$ cat src/rtl/led_matrix_pkg.sv
// Shared types and constants for the LED matrix scanner.
package led_matrix_pkg;
  typedef enum logic [1:0] {
    ST_IDLE  = 2'd0,
    ST_SCAN  = 2'd1,
    ST_BLANK = 2'd2
  } state_t;

  localparam int BRIGHT_W  = 3;
  localparam int PWM_SHIFT = 3;
endpackage

$ cat src/rtl/led_matrix_scanner_if.sv
// Frame handoff from game logic to the scanner.
interface led_matrix_scanner_if #(
  parameter int ROWS = 8,
  parameter int COLS = 8
);
  // A frame transfers on a clk edge where frame_valid_i && frame_ready_o are both high;
  // the source holds frame_valid_i and frame_i stable until that edge.
  logic [ROWS*COLS-1:0] frame_i;
  logic                 frame_valid_i;
  logic                 frame_ready_o;

  modport master (output frame_i, frame_valid_i, input frame_ready_o);
  modport slave  (input frame_i, frame_valid_i, output frame_ready_o);
endinterface

$ cat src/rtl/led_frame_buffer.sv
// Front/back frame storage; a swap request promotes a pending back frame.
module led_frame_buffer
  import led_matrix_pkg::*;
#(
  parameter int ROWS = 8,
  parameter int COLS = 8
) (
  input  logic                 clk,
  input  logic                 rst_n,
  led_matrix_scanner_if.slave  frm,
  input  logic                 i_swap,
  output logic [ROWS*COLS-1:0] o_disp,
  output logic                 o_front_valid,
  output logic                 o_pending
);
  logic [ROWS*COLS-1:0] r_front;
  logic [ROWS*COLS-1:0] r_back;
  logic                 r_pending;
  logic                 r_front_valid;

  // Capture needs !r_pending and swap needs r_pending, so they never collide.
  always_ff @(posedge clk or negedge rst_n) begin
    if (!rst_n) begin
      r_front       <= '0;
      r_back        <= '0;
      r_pending     <= 1'b0;
      r_front_valid <= 1'b0;
    end else begin
      if (frm.frame_valid_i && !r_pending) begin
        r_back    <= frm.frame_i;
        r_pending <= 1'b1;
      end
      if (i_swap && r_pending) begin
        r_front       <= r_back;
        r_pending     <= 1'b0;
        r_front_valid <= 1'b1;
      end
    end
  end

  assign frm.frame_ready_o = !r_pending;
  assign o_disp            = (i_swap && r_pending) ? r_back : r_front;
  assign o_front_valid     = r_front_valid;
  assign o_pending         = r_pending;
endmodule

$ cat src/rtl/led_matrix_scanner.sv
// Row-multiplexed LED matrix scan driver with double-buffered, tear-free frames.
// Define LED_MATRIX_PWM_EN to gate columns by a per-frame brightness level.
module led_matrix_scanner
  import led_matrix_pkg::*;
#(
  parameter int ROWS  = 8,
  parameter int COLS  = 8,
  parameter int DWELL = 1250,
  parameter int BLANK = 2
) (
  input  logic                    clk,
  input  logic                    rst_n,
  input  logic                    en_i,
  led_matrix_scanner_if.slave     frm,
  input  logic [BRIGHT_W-1:0]     bright_i,
  output logic [ROWS-1:0]         row_o,
  output logic [COLS-1:0]         col_o,
  output logic [$clog2(ROWS)-1:0] row_idx_o,
  output logic                    frame_done_o,
  output state_t                  dbg_state_o
);
  localparam int RW      = $clog2(ROWS);
  localparam int CNT_MAX = (DWELL > BLANK) ? DWELL : BLANK;
  localparam int CW      = $clog2(CNT_MAX + 1);
  localparam logic [CW-1:0] DWELL_LAST = CW'(DWELL - 1);
  localparam logic [CW-1:0] BLANK_LAST = CW'((BLANK > 0) ? BLANK - 1 : 0);
  localparam logic [RW-1:0] ROW_LAST   = RW'(ROWS - 1);

  state_t               r_state, w_state_nxt;
  logic [RW-1:0]        r_row, w_row_nxt;
  logic [CW-1:0]        r_cnt, w_cnt_nxt;
  logic [ROWS-1:0]      r_row_o, w_row_o_nxt;
  logic [COLS-1:0]      r_col_o, w_col_o_nxt;
  logic                 r_done;
  logic                 w_row_end, w_boundary, w_start, w_gate;
  logic                 w_front_valid, w_pending;
  logic [ROWS*COLS-1:0] w_disp;

  assign w_start    = (r_state == ST_IDLE) && en_i && (w_front_valid || w_pending);
  assign w_boundary = w_row_end && (r_row == ROW_LAST);

  led_frame_buffer #(.ROWS(ROWS), .COLS(COLS)) u_buf (
    .clk           (clk),
    .rst_n         (rst_n),
    .frm           (frm),
    .i_swap        (w_start || w_boundary),
    .o_disp        (w_disp),
    .o_front_valid (w_front_valid),
    .o_pending     (w_pending)
  );

`ifdef LED_MATRIX_PWM_EN
  localparam int OW = $clog2(DWELL) + 4;
  localparam int GW = (OW > CW) ? OW : CW;
  logic [OW-1:0] r_on_cyc, w_on_cyc_smp, w_on_cyc_nxt;

  assign w_on_cyc_smp = ((OW'(bright_i) + OW'(1)) * OW'(DWELL)) >> PWM_SHIFT;
  assign w_on_cyc_nxt = (w_start || w_boundary) ? w_on_cyc_smp : r_on_cyc;
  assign w_gate       = GW'(w_cnt_nxt) < GW'(w_on_cyc_nxt);

  always_ff @(posedge clk or negedge rst_n) begin
    if (!rst_n) r_on_cyc <= '0;
    else        r_on_cyc <= w_on_cyc_nxt;
  end
`else
  logic w_unused_bright;
  assign w_unused_bright = ^bright_i;
  assign w_gate          = 1'b1;
`endif

  always_ff @(posedge clk or negedge rst_n) begin
    if (!rst_n) begin
      r_state <= ST_IDLE;
      r_row   <= '0;
      r_cnt   <= '0;
      r_row_o <= '0;
      r_col_o <= '0;
      r_done  <= 1'b0;
    end else begin
      r_state <= w_state_nxt;
      r_row   <= w_row_nxt;
      r_cnt   <= w_cnt_nxt;
      r_row_o <= w_row_o_nxt;
      r_col_o <= w_col_o_nxt;
      r_done  <= w_boundary;
    end
  end

  always_comb begin
    w_state_nxt = r_state;
    w_row_nxt   = r_row;
    w_cnt_nxt   = r_cnt;
    w_row_end   = 1'b0;
    unique case (r_state)
      ST_IDLE: begin
        if (w_start) begin
          w_state_nxt = ST_SCAN;
          w_row_nxt   = '0;
          w_cnt_nxt   = '0;
        end
      end
      ST_SCAN: begin
        if (r_cnt == DWELL_LAST) begin
          w_cnt_nxt = '0;
          if (BLANK > 0) w_state_nxt = ST_BLANK;
          else           w_row_end   = 1'b1;
        end else begin
          w_cnt_nxt = r_cnt + CW'(1);
        end
      end
      ST_BLANK: begin
        if (r_cnt == BLANK_LAST) begin
          w_cnt_nxt = '0;
          w_row_end = 1'b1;
        end else begin
          w_cnt_nxt = r_cnt + CW'(1);
        end
      end
      default: w_state_nxt = ST_IDLE;
    endcase
    // A disable only takes effect once the last row of the frame has finished.
    if (w_row_end) begin
      if (r_row == ROW_LAST) begin
        w_row_nxt   = '0;
        w_state_nxt = en_i ? ST_SCAN : ST_IDLE;
      end else begin
        w_row_nxt   = r_row + RW'(1);
        w_state_nxt = ST_SCAN;
      end
    end
  end

  always_comb begin
    w_row_o_nxt = '0;
    w_col_o_nxt = '0;
    if (w_state_nxt == ST_SCAN) begin
      w_row_o_nxt[w_row_nxt] = 1'b1;
      if (w_gate) w_col_o_nxt = w_disp[int'(w_row_nxt)*COLS +: COLS];
    end
  end

  assign row_o        = r_row_o;
  assign col_o        = r_col_o;
  assign row_idx_o    = r_row;
  assign frame_done_o = r_done;
  assign dbg_state_o  = r_state;
endmodule

$ cat src/flat_wrapper.sv
// flat-port wrapper written by rule: the top's interface ports become plain ports
module led_matrix_scanner_flat import led_matrix_pkg::*;
#(
  parameter int ROWS  = 8,
  parameter int COLS  = 8,
  parameter int DWELL = 1250,
  parameter int BLANK = 2
)
  (clk, rst_n, en_i, bright_i, row_o, col_o, row_idx_o, frame_done_o, dbg_state_o, frm_frame_i, frm_frame_valid_i, frm_frame_ready_o);
  led_matrix_scanner_if #(.ROWS(ROWS), .COLS(COLS)) frm_i ();
  input  logic clk;
  input  logic rst_n;
  input  logic en_i;
  input  logic [BRIGHT_W-1:0] bright_i;
  output logic [ROWS-1:0] row_o;
  output logic [COLS-1:0] col_o;
  output logic [$clog2(ROWS)-1:0] row_idx_o;
  output logic frame_done_o;
  output state_t dbg_state_o;
  input wire logic [$bits(frm_i.frame_i)-1:0] frm_frame_i;
  input wire logic [$bits(frm_i.frame_valid_i)-1:0] frm_frame_valid_i;
  output wire logic [$bits(frm_i.frame_ready_o)-1:0] frm_frame_ready_o;
  assign frm_i.frame_i = frm_frame_i;
  assign frm_i.frame_valid_i = frm_frame_valid_i;
  assign frm_frame_ready_o = frm_i.frame_ready_o;
  led_matrix_scanner #(.ROWS(ROWS), .COLS(COLS), .DWELL(DWELL), .BLANK(BLANK)) u_core (.clk(clk), .rst_n(rst_n), .en_i(en_i), .frm(frm_i), .bright_i(bright_i), .row_o(row_o), .col_o(col_o), .row_idx_o(row_idx_o), .frame_done_o(frame_done_o), .dbg_state_o(dbg_state_o));
endmodule
$ cat config.mk
export PLATFORM = sky130hd
export DESIGN_NAME = led_matrix_scanner_flat
export DESIGN_NICKNAME = d
export VERILOG_FILES = /design/src/rtl/led_matrix_pkg.sv /design/src/rtl/led_matrix_scanner_if.sv /design/src/rtl/led_frame_buffer.sv /design/src/rtl/led_matrix_scanner.sv /design/src/flat_wrapper.sv
export SDC_FILE = /design/constraint.sdc
export NUM_CORES = 1
export LEC_CHECK = 0
export BUFFER_PORTS_ARGS = -buffer_cell sky130_fd_sc_hd__clkbuf_2
export CAP_MARGIN = 20
export CORE_ASPECT_RATIO = 0.75
export CORE_MARGIN = 5
export CORE_UTILIZATION = 30
export CTS_CLUSTER_SIZE = 40
export DETAILED_ROUTE_END_ITERATION = 8
export PLACE_DENSITY_LB_ADDON = 0.3
export SYNTH_ARGS = -nofsm -noshare
export SYNTH_HDL_FRONTEND = slang
export SYNTH_HIERARCHICAL = 1
export SYNTH_SLANG_ARGS = --single-unit
$ cat constraint.sdc
create_clock -name clk -period 3.2 [get_ports clk]
set_input_delay 0.32 -clock clk [delete_from_list [all_inputs] [get_ports clk]]
set_output_delay 0.32 -clock clk [all_outputs]
set_load 0.02 [all_outputs]
==> key figures <==
Yosys
  • Count of state elements after synthesis: 163
  • Syn_nets: 551
  • Adder-Cell Fraction of Synth Area: 1.42%
  • Synth Cell Area: 7050 µm²
  • Sequential area share after synthesis: 57.8%
  • Post-synthesis compound-gate area fraction: 4.10%
  • Synth cell types: 43
  • Synth Warn #: 6
  • Async S/R FF share, synth: 100%
  • Combinational family with the most area after synthesis: multiplexers
  • Post-Synth Simple-Gate Area: 4.95%
  • Post-Synthesis Cells: 472
  • Syn Area/Cell: 14.9 µm²
  • EDFF count, synth: 0
  • Synth Flop Type: dfrtp_1
  • Post-Synth XOR/XNOR Area: 0.869%
  • Post-synthesis mux area share: 28.0%

Floorplanning
  • IO Pins: 94
  • Die area: 26700 µm²
  • Initial Utilization: 30.6%
  • Die Width: 187 µm
  • Row count: 48
  • Core area: 23100 µm²
  • Die height: 143 µm

Detailed routing
  • DRT Pass-1 Iters: 4
  • Starting DRT DRC Count: 180
  • Routed WL per cell: 17.0 µm
  • Antenna-violating nets left: 0
  • Via count: 4002
  • Via density: 4.53
  • # DRC: 0
  • DRT Wirelength: 15000 µm

Worst hold path
  • Hold_sp: frm_frame_valid_i
  • Hold path depth: 2
  • Worst hold-check path type: primary input to register
  • Hold endpoint: u_core/u_buf/o_pending

Power
  • Pwr dens: 924 nW/µm²
  • Static leakage: 0.00378 µW
  • Peak VDD IR: 0.394 mV
  • Flop pwr share: 43.2%
  • Internal: 5380 µW
  • Clock power share: 23.8%
  • Comb pwr share: 33.0%
  • P_sw: 2360 µW
  • Sw frac: 30.5%

Final layout
  • Most common cell after layout, fill and taps aside: dfrtp_1
  • Syn-to-layout area delta: 18.8%
  • Layout cells sized above 1: 47.7%
  • Fin nets: 650
  • Area of the multi-input gates: 2790 µm²
  • Fill count: 2230
  • Most frequent cells in the layout: dfrtp_1 (163), mux2_2 (98), clkbuf_2 (89)
  • Register area: 4080 µm²
  • Inserted Diodes: 0

Worst setup path
  • Worst r2r path cells: 10
  • Max FO, Critical Path: 32
  • FF-to-FF setup slack: 310 ps
  • Delay-heaviest family, CP: multiplexers
  • Reg-to-Reg Start: u_core/dbg_state_o[1]
  • Critical Path AT: 3180 ps
  • FF-to-FF End: u_core/col_o[0]
  • Critical path type: register to register
  • Req. time, crit path: 3490 ps
  • Most used cell, CP: mux2_2
  • Critical-path cell list: inv_1 > ha_1 > o211ai_1 > o21ai_0 > nand2_4 > buf_4 > mux2_2 > mux2_2 > nor2_1 > a211oi_1
  • Crit path launch type: register
  • Buf+Inv Stages, Crit Path: 2
  • CP max stage cell: buf_4
  • Worst setup EP type: register
  • CP max stage delay: 490 ps

Placed design
  • GPL Wtd Cong: 0.781
  • Hpwl dp: 10600 µm
  • Port bufs: 90

Clock tree
  • Post-cts resize count: 0
  • TritonCTS clock tree: built
  • Clk_lat worst skew: 430 ps
  • CTS max path bufs: 2
  • CTS Buf Count: 17
  • H-tree depth: 4
  • Setup fix buffers added after clock tree synthesis: 0
  • CTS sink count: 163
  • Reg clk slew, reported paths: 70 ps
  • CTS root buffer: clkbuf_16

Global routing
  • Gr usage total: 11.9%
  • First-pass GRT wire length: 24700 µm
  • Initial antenna violation count: 0
  • Number of global-route vias before repair: 4497
  • Largest net degree at the start of global routing: 73
  • GRT Residual Overflow: 0

Timing
  • Hold slack: 120 ps
  • Achievable Freq: 347 MHz
  • Final setup violation count: 0
  • Crit path time final: 2890 ps
  • Fin. max-slew vios: 0
  • Clock Skew: 12.9 ps
  • RSZ-0062 raised after global routing: false
  • Slew @ Worst Pin: 898 ps
  • Fraction of the cycle the final worst path needs: 90.2%
  • TNS Setup: 0 ps
  • Final hold vios: 0
  • Slew Limit Headroom: 40.1%

Status
  • Status: completed

Run
  • Maximum Capacitance Violations: 0
[kinds of logic (layout without fill, tap and decap cells)]
logic type / after synthesis / in the layout
xor+xnor: 7 / 7
simple gates: 65 / 65
compound gates: 37 / 37
mux: 163 / 163
flops: 163 / 163
fa+ha+maj: 8 / 8
buf+inv: 29 / 140
[per-stage QoR]
stage / util (%) / power (µW) / cell area (µm²) / std cells / setup slack, ps
floorplan: - / 5260 / 7050 / 472 / 637
global placement: 34.0 / 5850 / 7830 / 851 / 432
detailed placement: 34.0 / 5960 / 7830 / 851 / 307
CTS: 36.3 / 7860 / 8380 / 883 / 300
global route: 36.3 / 8250 / 8380 / 883 / 122
finish: 36.3 / 7740 / 8380 / 883 / 315
[layout make-up]
class / instances / share of cell area, %
Clock buffer: 18 / 5.12
Clock inverter: 13 / 1.22
Inverter: 10 / 0.448
Multi-Input combinational cell: 280 / 33.3
Sequential cell: 163 / 48.7
Tap cell: 300 / 4.48
Timing Repair Buffer: 99 / 6.74
[sequential cells by signal, summed over array words and instances, names as in the netlist]
name / count
u_core/r_cnt: 11
u_core/u_buf/o_front_valid: 1
u_core/dbg_state_o: 2
u_core/frame_done_o: 1
u_core/row_idx_o: 3
u_core/u_buf/r_front: 64
u_core/col_o: 8
u_core/u_buf/o_pending: 1
u_core/row_o: 8
u_core/u_buf/r_back: 64
[power by group through the flow]
stage,combinational (µW),clock (µW),sequential (µW)
after floorplan,1980,0,3280
after global placement,2490,0,3360
after detailed placement,2570,0,3390
after CTS,2590,1900,3360
after global routing,2790,2000,3450
final,2550,1840,3350
[worst max-delay path by stage]
stage	to	cells past startpoint	startpoint
2_1_floorplan	u_core/col_o[5]	12	u_core/r_cnt[1]
3_3_place_gp	u_core/col_o[2]	11	u_core/r_cnt[1]
3_5_place_dp	u_core/col_o[0]	10	u_core/dbg_state_o[1]
4_1_cts	u_core/col_o[0]	10	u_core/dbg_state_o[1]
5_1_grt	u_core/col_o[0]	10	u_core/dbg_state_o[0]
6_report	u_core/col_o[0]	10	u_core/dbg_state_o[1]
[cell usage after synthesis, drive strengths merged (2+ instances only)]
cell    count  area, µm²
o21a        2       15.0
o31ai       3       22.5
dfrtp     163       4080
a311oi      2       17.5
clkbuf      2       7.51
a221o       8       80.1
nor2b       3       18.8
mux2      136       1670
mux2i      27        299
nand2      14       52.6
nand2b      2       12.5
xor2        6       52.6
nand3       5       25.0
and3        2       12.5
or2         2       12.5
o21ai       7       35.0
nor2       24       90.1
nor3        6       30.0
a211oi      8       70.1
and2        3       20.0
ha          8        100
a31oi       2       12.5
inv        10       37.5
buf        17        155
[per-layer routing]
layer | share of wire (%) | vias up | global-route usage [%]
met3 | 4.4 | 10 | 3.96
li1 | - | 1882 | -
met1 | 49 | 2025 | 16.2
met2 | 45 | 85 | 18.3
met4 | 0.91 | 0 | 3.27
met5 | 0 | - | 0
[timing repair]
item,in CTS,in global routing
hold endpoints to repair,66,0
setup endpoints to repair,0,0
hold buffers,1,0
No activity file was read; power rests on OpenSTA's default activity.
